File: src/rtl/ram_arb_pkg.sv
// Shared types for ram_port_arbiter: arbiter FSM states and requester indices.
package ram_arb_pkg;

    typedef enum logic [1:0] {
        ST_IDLE = 2'd0,
        ST_OWN0 = 2'd1,
        ST_OWN1 = 2'd2
    } arb_state_e;

    localparam int RQ0 = 0;
    localparam int RQ1 = 1;

    function automatic logic other_rq(input logic rq);
        return ~rq;
    endfunction

endpackage

File: src/rtl/ram_port_arbiter.sv
// Two-requester round-robin arbiter for one dp_ram port, with lock for bursts
// and routing of the 1-cycle synchronous read data back to the reader.
module ram_port_arbiter
    import ram_arb_pkg::*;
#(
    parameter int P_DATA_W         = 7,
    parameter int P_LOG2_RAM_DEPTH = 4
) (
    input  logic                        i_clk,
    input  logic                        i_rst_n,
    input  logic [1:0]                  i_req,
    input  logic [1:0]                  i_lock,
    input  logic [1:0]                  i_wr,
    input  logic [P_LOG2_RAM_DEPTH-1:0] i_addr0,
    input  logic [P_LOG2_RAM_DEPTH-1:0] i_addr1,
    input  logic [P_DATA_W-1:0]         i_data0,
    input  logic [P_DATA_W-1:0]         i_data1,
    output logic [1:0]                  o_gnt,
    output logic [1:0]                  o_rvalid,
    output logic [P_DATA_W-1:0]         o_rdata,
    output logic                        o_ram_wr,
    output logic [P_LOG2_RAM_DEPTH-1:0] o_ram_addr,
    output logic [P_DATA_W-1:0]         o_ram_data,
    input  logic [P_DATA_W-1:0]         i_ram_data
);

    arb_state_e state, state_nxt;
    logic       en;
    logic       prio, prio_nxt;
    logic [1:0] gnt;
    logic [1:0] rd_tag;

    logic [1:0][P_LOG2_RAM_DEPTH-1:0] addr_v;
    logic [1:0][P_DATA_W-1:0]         data_v;

    assign addr_v = {i_addr1, i_addr0};
    assign data_v = {i_data1, i_data0};

    // Grant is only ever given to a requesting side, so gnt doubles as accept.
    always_comb begin
        gnt = '0;
        if (en) begin
            case (state)
                ST_IDLE: begin
                    if (i_req == 2'b11) gnt[prio] = 1'b1;
                    else                gnt = i_req;
                end
                ST_OWN0: gnt[RQ0] = i_req[RQ0];
                ST_OWN1: gnt[RQ1] = i_req[RQ1];
                default: gnt = '0;
            endcase
        end
    end

    always_comb begin
        state_nxt = state;
        prio_nxt  = prio;
        case (state)
            ST_IDLE: begin
                if (gnt[RQ0]) begin
                    prio_nxt = other_rq(1'b0);
                    if (i_lock[RQ0]) state_nxt = ST_OWN0;
                end else if (gnt[RQ1]) begin
                    prio_nxt = other_rq(1'b1);
                    if (i_lock[RQ1]) state_nxt = ST_OWN1;
                end
            end
            // Owner leaves on its last locked-off access or when it stops asking.
            ST_OWN0: begin
                if (!(i_req[RQ0] && i_lock[RQ0])) begin
                    state_nxt = ST_IDLE;
                    prio_nxt  = other_rq(1'b0);
                end
            end
            ST_OWN1: begin
                if (!(i_req[RQ1] && i_lock[RQ1])) begin
                    state_nxt = ST_IDLE;
                    prio_nxt  = other_rq(1'b1);
                end
            end
            default: state_nxt = ST_IDLE;
        endcase
    end

    always_comb begin
        o_ram_wr   = 1'b0;
        o_ram_addr = '0;
        o_ram_data = '0;
        for (int n = 0; n < 2; n++) begin
            if (gnt[n]) begin
                o_ram_wr   = i_wr[n] & i_req[n];
                o_ram_addr = addr_v[n];
                o_ram_data = data_v[n];
            end
        end
    end

    always_ff @(posedge i_clk or negedge i_rst_n) begin
        if (!i_rst_n) begin
            en     <= 1'b0;
            state  <= ST_IDLE;
            prio   <= 1'b0;
            rd_tag <= '0;
        end else begin
            en     <= 1'b1;
            state  <= state_nxt;
            prio   <= prio_nxt;
            rd_tag <= gnt & ~i_wr;
        end
    end

    assign o_gnt    = gnt;
    assign o_rvalid = rd_tag;
    assign o_rdata  = (|rd_tag) ? i_ram_data : '0;

endmodule

File: config.mk
export PLATFORM = sky130hd
export DESIGN_NAME = ram_port_arbiter
export DESIGN_NICKNAME = d
export VERILOG_FILES = /design/src/rtl/ram_arb_pkg.sv /design/src/rtl/ram_port_arbiter.sv
export SDC_FILE = /design/constraint.sdc
export NUM_CORES = 1
export LEC_CHECK = 0
export ABC_AREA = 1
export BUFFER_PORTS_ARGS = -buffer_cell sky130_fd_sc_hd__buf_4
export CELL_PAD_IN_SITES_DETAIL_PLACEMENT = 1
export CELL_PAD_IN_SITES_GLOBAL_PLACEMENT = 1
export CORE_MARGIN = 4
export CORE_UTILIZATION = 24
export CTS_CLUSTER_DIAMETER = 80
export DETAILED_ROUTE_END_ITERATION = 8
export GPL_ROUTABILITY_DRIVEN = 0
export PLACE_DENSITY_LB_ADDON = 0.1
export SKIP_LAST_GASP = 1
export SLEW_MARGIN = 0
export SYNTH_ARGS = -nofsm -noshare
export SYNTH_HDL_FRONTEND = slang
export SYNTH_SLANG_ARGS = --single-unit
File: constraint.sdc
create_clock -name i_clk -period 2.8 [get_ports i_clk]
set_input_delay 0.56 -clock i_clk [delete_from_list [all_inputs] [get_ports i_clk]]
set_output_delay 0.56 -clock i_clk [all_outputs]
set_load 0.02 [all_outputs]
# Yosys cells after proc, flatten, opt, wreduce, memory -nomap -nowiden

Index checks and enable logic that the tools add are counted.

Register bits after elaboration: 6
Latch bits: 0
Bits in writable memories: 0
Bits in read-only memories: 0
Bits of input ports: 37
Logic and storage cells: 51
Memories: 0

Add/subtract/negate cells: 0
Multiply operators: 0
Divide/modulo/power cells: 0
Magnitude comparators: 2
Eq/ne operators: 8
Shifts and indexed selects: 0
Mux-type cells: 25
Bitwise logic cells: 4
Reductions and logical operators: 8

Operator list:

| cell                                                                          | count |
|---|---|
| 7-bit two-way mux                                                             | 3 |
| 2-bit two-way mux                                                             | 8 |
| 3-bit != test (second input constant)                                         | 3 |
| 4-bit two-way mux                                                             | 2 |
| 1-bit two-way mux                                                             | 7 |
| 2-bit one-hot mux with 3 select lines                                         | 1 |
| 5-bit AND reduction                                                           | 1 |
| 2-bit == test (second input constant)                                         | 2 |
| 2-bit != test (second input constant)                                         | 2 |
| 1-bit one-hot mux with 2 select lines                                         | 2 |
| 4-bit AND reduction                                                           | 1 |
| 1-bit logical AND                                                             | 3 |
| 1-bit one-hot mux with 3 select lines                                         | 1 |
| 3-bit nonzero test                                                            | 1 |
| 1-bit bitwise AND                                                             | 2 |
| 2-bit bitwise AND                                                             | 1 |
| 2-bit by 1-bit == test with 1-bit output (second input constant)              | 1 |
| 2-bit zero test                                                               | 1 |
| 1-bit by 2-bit less-than comparator with 1-bit output (second input constant) | 1 |
| 2-bit NOT                                                                     | 1 |
| 2-bit OR reduction                                                            | 1 |
| 1-bit demux with 1-bit select                                                 | 1 |
| 1-bit greater-or-equal comparator (second input constant)                     | 1 |

# Logic depth before layout (Yosys ltp)

Depth after elaboration: 10
Depth in mapped cells: 12
Depth with buffers taken out: 12

# Worst setup path before layout

OpenSTA, ideal clock, no wires.

Path type: reg-to-output
Start point: register state[0]
End point: output port o_ram_wr
Arrival time: 1,497 ps
Slack: 743 ps
Stages on the path, launching flop included: 10
Path buffers: 1
Cells stage by stage: dfrtp_1 > inv_1 > ha_1 > nand2_1 > inv_1 > nand2_1 > nand2_2 > nand2_4 > buf_6 > a21oi_1

Word-level cells in the longest chain between the ends: 5
Elaborated cells between the ends (all ways): 8
Those cells by class: eq/ne (2); mux (5); reduce/logical (1)

Ends and longest elaborated chain:

| what                                                                        | RTL line                | source |
|---|---|---|
| start, declared                                                             | ram_port_arbiter.sv:27  | `arb_state_e state, state_nxt;` |
| start signal, assigned                                                      | ram_port_arbiter.sv:106 | `state <= state_nxt;` |
| 2-bit by 1-bit == test with 1-bit output or 2-bit zero test (tied branches) | ram_port_arbiter.sv:43  | `case (state)` |
| 1-bit one-hot mux with 2 select lines                                       | ram_port_arbiter.sv:43  |  |
| 2-bit two-way mux *                                                         | ram_port_arbiter.sv:42  | `if (en) begin` |
| 1-bit two-way mux                                                           | ram_port_arbiter.sv:90  | `if (gnt[n]) begin` |
| 1-bit two-way mux *                                                         | ram_port_arbiter.sv:90  |  |
| end, declared                                                               | ram_port_arbiter.sv:21  | `output logic o_ram_wr,` |

Mark *: on every way between the ends. The rest lies on a longest branch, timed or not.

# Worst setup path after layout

Start point: register state[1]
End point: output port o_ram_data[6]

Word-level cells in the longest chain between the ends: 5
Elaborated cells between the ends (all ways): 8
Those cells by class: eq/ne (2); mux (5); reduce/logical (1)

Ends and longest elaborated chain:

| what                                                                        | RTL line               | source |
|---|---|---|
| 2-bit by 1-bit == test with 1-bit output or 2-bit zero test (tied branches) | ram_port_arbiter.sv:43 |  |
| 1-bit one-hot mux with 2 select lines                                       | ram_port_arbiter.sv:43 |  |
| 2-bit two-way mux *                                                         | ram_port_arbiter.sv:42 |  |
| 7-bit two-way mux                                                           | ram_port_arbiter.sv:90 |  |
| 7-bit two-way mux *                                                         | ram_port_arbiter.sv:90 |  |
| end, declared                                                               | ram_port_arbiter.sv:23 | `output logic [P_DATA_W-1:0] o_ram_data,` |

Marked as above.

==> metrics.md <==
| Metric | Value |
|---|---|
| CP Class | `reg2out` |
| Final hold violations | `0` |
| Grt ovf | `0` |
| RSZ-0062 raised after global routing | `no` |
| Pwr Total | `around 860 µW` |
| Initial antenna violation count | `0` |
| H-tree Lvls | `1` |
| Crit path DAT | `between 1500 and 2000 ps` |
| Yosys warnings | `0` |
| Yosys top cell by area | `nand2_1` |
| Worst Hold Class | `in2async` |
| Outcome | `completed` |
| Leak Pwr | `0.750 nW` |
| Number of global-route vias before repair | `988` |
| Vias | `907` |
| Initial DRC count | `18` |
| Post-CTS setup buffers | `0` |
| Leading post-synthesis cells by cell area | `nand2_1 22%, dfrtp_1 22%, nand3_1 14%` |
| Max_cap viols | `0` |
| Setup Total Neg Slack | `0 ps` |
| IO Count | `60` |
| Syn-to-layout area delta | `69.6%` |
| Crit path top cell by count | `nand2_1` |
| Core Area | `2760 µm²` |
| WHS | `113 ps` |
| FF-to-FF End | `state[1]` |
| Post-layout minimum cycle time | `2490 ps` |
| Mapped Area | `about 700 µm²` |
| Post-DRT Antenna Nets | `0` |
| # DRC | `0` |
| CP Launch Type | `flop` |
| Final setup viols | `0` |
| Nets | `around 220` |
| CP max-delay cell | `dfrtp_1` |
| Final number of max-transition violations | `0` |
| Sequential area share after synthesis | `a little over a fifth` |
| N_diodes | `0` |
| Die height | `61.5 µm` |
| Most frequent cell after synthesis | `nand2_1` |
| CTS Buf Count | `3` |
| Clk_lat worst skew | `240 ps` |
| R2r setup slk | `990 ps` |
| Port bufs | `between 50 and 60` |
| Largest net degree at the start of global routing | `16` |
| CTS root buf | `clkbuf_4` |
| Endpoint class of the critical path | `primary output` |
| Ratio of cells with drive above 1 in the final layout | `roughly two fifths` |
| Post-synth EDFFs | `0` |
| HPWL reported at the end of detailed placement | `around 2.3 mm` |
| Avg Cell Area, Syn | `5.77 µm²` |
| DR WL/cell | `between 10 and 15 µm` |
| Register-to-Register Path Depth | `12` |
| Total GRT Usage | `14.9%` |
| Drt pass-1 iters | `3` |
| Row cnt | `19` |
| FILL cells | `about 400` |
| Yosys top cell area share | `22.4%` |
| Async S/R FF share, synth | `between 90% and 100%` |
| Total Wirelength | `2.54 mm` |
| Vias/cell | `roughly 4.3` |
| CTS Hold Bufs | `0` |
| Distinct cell type count after synthesis | `19` |
| Largest stage delay, worst path | `about 380 ps` |
| Crit share post-route | `88.8%` |
| Synth cell count leaders | `41 x nand2_1, 20 x inv_1, 19 x nand3_1` |
| Synth Register Bits | `6` |
| Clk_skew | `~2.1 ps` |
| CTS tree | `built` |
| Resize count post-CTS | `0` |
| R2R Path Start | `state[0]` |
| Net Count, Synth | `160` |
| Clock sinks | `6` |
| Critical Path RT | `2240 ps` |
| Final core occ | `42.2%` |
| Worst-path maximum fanout | `15` |
| Fmax achieved | `402 MHz` |
| Die area | `between 3000 and 4000 µm²` |
| Initial Util | `24.9%` |
| Worst path cell trace | `inv_1, ha_1, nand2_1, inv_1, nand2_1, nand2_2, nand2_4, clkinv_2, nand2_1, nand2_1, buf_4` |
| Die width | `61.5 µm` |
| Pwr dens | `between 700 and 800 nW/µm²` |
| Largest buffer count on any clock path | `2` |
| Clock Pin Slew Worst Setup and Hold Paths | `around 50 ps` |
| Main flop type after synthesis | `dfrtp_1` |
| First-pass GRT wire length | `4.24 mm` |
| Mapped Cells | `around 120` |
| Worst IR Drop VDD | `about 0.00032 V` |
-- cell usage in the layout (no fill, tap or decap) --
| cell type | netlist | final |
|---|---|---|
| buf_4 | 2 | 59 |
| a21oi_1 | 1 | 1 |
| ha_1 | 4 | 4 |
| nor2_2 | 2 | 2 |
| conb_1 | 1 | 1 |
| nor2_4 | 1 | 1 |
| nand2_2 | 2 | 2 |
| nand2_4 | 1 | 1 |
| nand4_1 | 1 | 1 |
| nor2_1 | 12 | 12 |
| nand3_1 | 19 | 19 |
| o21ai_0 | 1 | 1 |
| clkbuf_4 | 0 | 3 |
| clkinv_2 | 1 | 1 |
| inv_2 | 1 | 1 |
| dfrtp_1 | 6 | 6 |
| inv_1 | 20 | 20 |
| nand2_1 | 41 | 41 |
| o21bai_1 | 2 | 2 |
-- per-stage QoR --
step                      area, µm²  instances  worst slack, ps
after floorplan                 687        119              743
after global placement         1140        206              622
after detailed placement       1140        206              532
after CTS                      1160        209              241
after global routing           1160        209             63.0
final                          1160        209              315
-- worst max-delay path, delay by kind of cell, from the launching register on --
family | cells | cell delay [ps]
adder cells (fa/ha/maj) | 1 | 300
AND/OR/NAND/NOR | 6 | 490
flip-flops | 1 | 380
buffers and inverters | 4 | 500
-- per-layer routing --
metal,global-route usage (%),part of all wire (%),vias to the layer above
met5,0,0,-
li1,-,-,479
met4,5.45,1.2,0
met1,18.5,40,385
met2,24.7,50,39
met3,3.98,8.9,4
-- power by group --
group	leakage (nW)	switching (mW)	total [mW]	internal, mW
logic	0.657	0.406	0.654	0.248
registers	0.0789	0.0115	0.119	0.108
clock network	0.0138	0.0335	0.0822	0.0487
total	0.750	0.451	0.855	0.404
-- worst max path at each step --
stage / from / endpoint
CTS: state[0] / o_ram_data[6]
detailed placement: state[0] / o_ram_data[6]
finish: state[1] / o_ram_data[6]
floorplan: state[0] / o_ram_wr
global placement: state[0] / o_ram_data[2]
global route: state[1] / o_ram_wr
-- logic make-up (layout without fill, tap and decap cells) --
| family | Yosys count | count (layout) | synth area share [%] |
|---|---|---|---|
| compound gates | 4 | 4 | 3.64 |
| fa+ha+maj | 4 | 4 | 7.29 |
| other cells | 1 | 1 | 0.546 |
| simple gates | 79 | 79 | 50.6 |
| buf+inv | 25 | 84 | 16.0 |
| flops | 6 | 6 | 21.9 |
-- state kept, by name, summed over array words and instances (netlist names) --
signal    count
prio          1
en            1
o_rvalid      2
state         2
-- final cells by class --
type,count,area [µm²],area share (%)
repair buffers,59,443,38.0
multi-input cells,88,427,36.6
flip-flops and latches,6,150,12.9
inverters,22,83.8,7.20
well taps,31,38.8,3.33
clock buffers,3,22.5,1.93
Power figures use the tool's default switching activity.
